$ cat src/rtl/ecall_io_ctrl.sv
// Environment-call I/O sequencer: stalls the core on ecall, then prints, reads
// switches/keyboard after a confirm-button press, or halts.
module ecall_io_ctrl #(
  parameter int TIMEOUT_CYC = 0,
  parameter int CNT_W       = 32
) (
  input  logic        clk,
  input  logic        rstn,
  input  logic        ecall_valid,
  input  logic [31:0] ecall_code,
  input  logic [31:0] a0_data,
  input  logic [11:0] switch_data,
  input  logic [31:0] key_data,
  input  logic        conf_btn,
  output logic        cpu_en,
  output logic        rd_we,
  output logic [31:0] rd_data,
  output logic        seg_we,
  output logic        led_we,
  output logic [31:0] io_wdata,
  output logic        rd_timeout,
  output logic        halted,
  output logic        busy
);

  localparam logic [31:0] C_SEG     = 32'd1;
  localparam logic [31:0] C_LED     = 32'd2;
  localparam logic [31:0] C_RD_SW_S = 32'd5;
  localparam logic [31:0] C_RD_SW_Z = 32'd6;
  localparam logic [31:0] C_HALT    = 32'd10;
  localparam logic [31:0] C_RD_KEY  = 32'd12;

  typedef enum logic [1:0] {S_IDLE, S_WAIT_BTN, S_RESP, S_HALT} state_t;

  state_t           r_state;
  logic [31:0]      r_code;
  logic [31:0]      r_a0;
  logic [31:0]      r_rd_data;
  logic [CNT_W-1:0] r_cnt;
  logic             r_btn_q;
  logic             r_rd_we;
  logic             r_seg_we;
  logic             r_led_we;
  logic             r_timeout;

  logic             w_edge;
  logic             w_to_hit;
  logic [31:0]      w_src;

  assign w_edge   = conf_btn & ~r_btn_q;
  assign w_to_hit = (TIMEOUT_CYC != 0) && (r_cnt == CNT_W'(TIMEOUT_CYC - 1));

  always_comb begin
    w_src = key_data;
    if (r_code == C_RD_SW_S)      w_src = {{20{switch_data[11]}}, switch_data};
    else if (r_code == C_RD_SW_Z) w_src = {20'd0, switch_data};
  end

  // Strobes are registered on the transition into RESP so they last exactly that one cycle.
  always_ff @(posedge clk or negedge rstn) begin
    if (!rstn) begin
      r_state   <= S_IDLE;
      r_code    <= '0;
      r_a0      <= '0;
      r_rd_data <= '0;
      r_cnt     <= '0;
      r_btn_q   <= 1'b0;
      r_rd_we   <= 1'b0;
      r_seg_we  <= 1'b0;
      r_led_we  <= 1'b0;
      r_timeout <= 1'b0;
    end else begin
      r_btn_q   <= conf_btn;
      r_rd_we   <= 1'b0;
      r_seg_we  <= 1'b0;
      r_led_we  <= 1'b0;
      r_timeout <= 1'b0;
      case (r_state)
        S_IDLE: begin
          if (ecall_valid) begin
            r_code <= ecall_code;
            r_a0   <= a0_data;
            r_cnt  <= '0;
            case (ecall_code)
              C_RD_SW_S, C_RD_SW_Z, C_RD_KEY: r_state <= S_WAIT_BTN;
              C_HALT: r_state <= S_HALT;
              C_SEG: begin
                r_seg_we <= 1'b1;
                r_state  <= S_RESP;
              end
              C_LED: begin
                r_led_we <= 1'b1;
                r_state  <= S_RESP;
              end
              default: r_state <= S_RESP;
            endcase
          end
        end
        S_WAIT_BTN: begin
          if (w_edge) begin
            r_rd_data <= w_src;
            r_rd_we   <= 1'b1;
            r_state   <= S_RESP;
          end else if (w_to_hit) begin
            r_rd_data <= '0;
            r_rd_we   <= 1'b1;
            r_timeout <= 1'b1;
            r_state   <= S_RESP;
          end else if (r_cnt != '1) begin
            r_cnt <= r_cnt + CNT_W'(1);
          end
        end
        S_RESP:  r_state <= S_IDLE;
        S_HALT:  r_state <= S_HALT;
        default: r_state <= S_IDLE;
      endcase
    end
  end

  always_comb begin
    cpu_en = 1'b0;
    if (rstn) begin
      if (r_state == S_IDLE)      cpu_en = ~ecall_valid;
      else if (r_state == S_RESP) cpu_en = 1'b1;
    end
  end

  assign rd_we      = r_rd_we;
  assign rd_data    = r_rd_data;
  assign seg_we     = r_seg_we;
  assign led_we     = r_led_we;
  assign io_wdata   = r_a0;
  assign rd_timeout = r_timeout;
  assign halted     = (r_state == S_HALT);
  assign busy       = (r_state != S_IDLE);

endmodule

$ cat config.mk
export PLATFORM = sky130hd
export DESIGN_NAME = ecall_io_ctrl
export DESIGN_NICKNAME = d
export VERILOG_FILES = /design/src/rtl/ecall_io_ctrl.sv
export SDC_FILE = /design/constraint.sdc
export NUM_CORES = 1
export LEC_CHECK = 0
export ABC_CLOCK_PERIOD_IN_PS = 2500
export BUFFER_PORTS_ARGS = -buffer_cell sky130_fd_sc_hd__buf_2
export CAP_MARGIN = 5
export CORE_MARGIN = 2
export CORE_UTILIZATION = 51
export DETAILED_ROUTE_END_ITERATION = 7
export PLACE_DENSITY = 0.88
export SETUP_SLACK_MARGIN = 0.3
export SYNTH_ARGS = -nofsm -noshare
export SYNTH_HDL_FRONTEND = slang
export SYNTH_SLANG_ARGS = --single-unit
$ cat constraint.sdc
create_clock -name clk -period 2.5 [get_ports clk]
set_clock_uncertainty 0.1 [all_clocks]
set_input_delay 0.125 -clock clk [delete_from_list [all_inputs] [get_ports clk]]
set_output_delay 0.125 -clock clk [all_outputs]
set_load 0.01 [all_outputs]
==> results.toml <==
[grt]
antenna_found_initial = 2
grt_pass1_vias = 4217
grt_max_degree = 103
overflow = 0
grt.total_usage_pct = 30.0
grt_pass1_wl_um = 20700

[cts]
cts_max_path_buffers = 2
numCtsBuffers = 9
clock-sinks = 102
clk_latency_ns = 0.36
cts_root_buf = "clkbuf_8"
clk_pin_slew_ns = 0.10
htreeDepth = 3
cts_tree = "yes"

[worst_setup_path]
crit_required_ns = 2.64
cp_max_fo = 20
crit_arrival_ns = 2.23
start_kind = "flop"
critPathCaptureType = "flop"
critPathKind = "reg2reg"

[outcome]
outcome = "finished, final reports clean"

[timing]
fin_setup_tns_ns = 0
fin_crit_ns = 2.08
period_share_pct = 83.3
tightest_slew_ns = 1.07
drv_slew = 0
setup_viol = 0
max_freq_ghz = 0.480
rsz0062_at_grt = "false"
slew-limit-headroom_pct = 28.3
final_hold_viol_count = 0

[yosys]
synth_edf_count = 0
synth-xor-area-share_pct = 0.814
seq_area_frac_synth_pct = 59.3
synth_compound_area_share_pct = 9.98
synth_top_area_share_pct = 59.3
synth_common_cells = "dfrtp_1 (102), mux2_2 (64), a221o_1 (20), nor2_1 (16), nand4_1 (15)"
synth-seq-cells = 102
yosysTopAreaCell = "dfrtp_1"
synthAdderAreaFrac_pct = 0
synth_top_family_by_area = "multiplexers"
ys.warnings.count = 0
synth_fp_nets = 425
synthFlopType = "dfrtp_1"
syn_avg_cell_area_um2 = 13.7
syn_area_um2 = 4300
yosysMostFrequentCell = "dfrtp_1"
synth_cells = 313
muxShareOfSynthArea_pct = 16.8
synth_cell_type_count = 36
yosys.area_share.simple_pct = 9.80
ys_async_sr_fraction_pct = 100
synth_area_leaders = "dfrtp_1 (59%), mux2_2 (17%), a221o_1 (4.7%)"

[drt]
avgRoutedWirePerCell_um = 19.1
drt_wl_total_um = 13600
ant_nets = 0
drcViolationCount = 0
vias = 4071
vias_per_cell = 5.69
drt-initial-drc-count = 212
dr.pass1.iters = 5

[power]
p_int_mw = 3.01
p_switching_mw = 1.27
pwr-share-clk_pct = 25.7
finalPower_mw = 4.28
p_seq_share_pct = 49.6
comb_power_share_pct = 24.7
p_sw_share_pct = 29.7
power_density_nw_per_um2 = 644
power_leakage_nw = 3.10
irDropWorstVdd_mv = 0.420

[hold_path]
hold_class = "in2reg"

[final_layout]
nFillCells = 437
final_layout_size_suffix_gt1_share_pct = 47.4
fin_cells = 715
fin_util_pct = 80.8
area_growth_pct = 54.4
fin_nets = 715
design_area_um2 = 6640

[floorplanning]
die_area_um2 = 9190
die-height_um = 95.8
core_area_um2 = 8220
die_w_um = 95.8
rows = 33
io_pins = 183
start_util_pct = 52.4

[job]
drv_cap = 0

[place]
dpl.hpwl_um = 7490
postPlaceCellArea_um2 = 5290
dp_cells = 583
portBuffers = 181
gp_congestion = 0.828
## layout make-up
class / count / area [um^2] / area share, %
Sequential cell: 102 / 2550 / 38.4
Timing Repair Buffer: 302 / 2100 / 31.7
Multi-Input combinational cell: 184 / 1620 / 24.4
Clock buffer: 10 / 138 / 2.07
Tap cell: 105 / 131 / 1.98
Clock inverter: 6 / 76.3 / 1.15
Inverter: 4 / 15.0 / 0.226
Antenna cell: 2 / 5.00 / 0.0754
## cell usage in the layout, fill, tap and decap left out, drive strengths merged, types with 2 or more instances in the layout
master         n
nand4         15
a31oi         13
nor4          14
xor2           3
diode          2
inv            7
and2           2
nand2          2
dlygate4sd3  109
o31ai         12
buf          193
clkbuf        10
dfrtp        102
a21oi          2
clkinvlp       2
nor2          16
nand3          2
and4           2
and3           3
mux2          64
a221o         20
nor3           3
o21ai          2
## flip-flops by register name (all words and copies together) (netlist names)
name and flops:
io_wdata 32, rd_data 32, r_code 32, led_we 1, rd_we 1, seg_we 1
r_btn_q 1, r_state 2
## timing repair
| action | 4_1_cts | 5_1_grt |
|---|---|---|
| hold buffers | 109 | 0 |
| hold endpoints to repair | 201 | 0 |
| setup endpoints to repair | 0 | 32 |
| resized for setup | 0 | 1 |
| setup buffers | 0 | 5 |
## per-layer routing
metal / up-vias / track usage [%] / routed length, um / share of wire [%]
met3: 58 / 5.48 / 1040 / 7.6
met4: 0 / 13.6 / 551 / 4.0
met5: - / 0 / 0 / 0
li1: 1776 / - / - / -
met2: 252 / 52.9 / 7130 / 52
met1: 1985 / 35.6 / 4930 / 36
## path summary, 6_finish.rpt
check	slack, ns	from	endpoint	cells past startpoint
worst max-delay path	0.42	r_code[6]	rd_data[28]	4
worst min-delay path	0.03	ecall_code[3]	r_code[3]	2
worst max register to register	0.42	r_code[6]	rd_data[28]	4
worst min register to register	0.41	io_wdata[18]	io_wdata[18]	1
max in group asynchronous	1.61	rstn	rd_data[26]	3
min in group asynchronous	0.31	rstn	r_code[16]	3
## power groups by stage
stage	combinational, mW	sequential (mW)	clock, mW
after global routing	1.14	2.15	1.18
final	1.06	2.12	1.10
after floorplan	0.381	2.21	0
after global placement	0.855	2.12	0
after detailed placement	0.892	2.14	0
after CTS	1.03	2.11	1.12
## through the flow
step                hold slack, ns  setup WS [ns]
floorplan                   -0.271          0.815
global placement             0.159          0.443
detailed placement           0.162          0.356
CTS                         0.0111          0.326
global route                0.0372          0.323
finish                      0.0321          0.418
## kinds of logic after synthesis
kind of cell / count (synthesis)
multiplexers: 64
AO/OA/AOI/OAI: 52
XOR/XNOR: 4
buffers and inverters: 27
AND/OR/NAND/NOR: 63
flip-flops: 102
other: 1
## critical path, cell delays in order, from the launching register on
cell and delay, ns:
dfrtp_1 0.40, nor4b_2 0.39, and4_4 0.42, a31oi_4 0.26, a221o_1 0.38
Power figures use the tool's default switching activity.
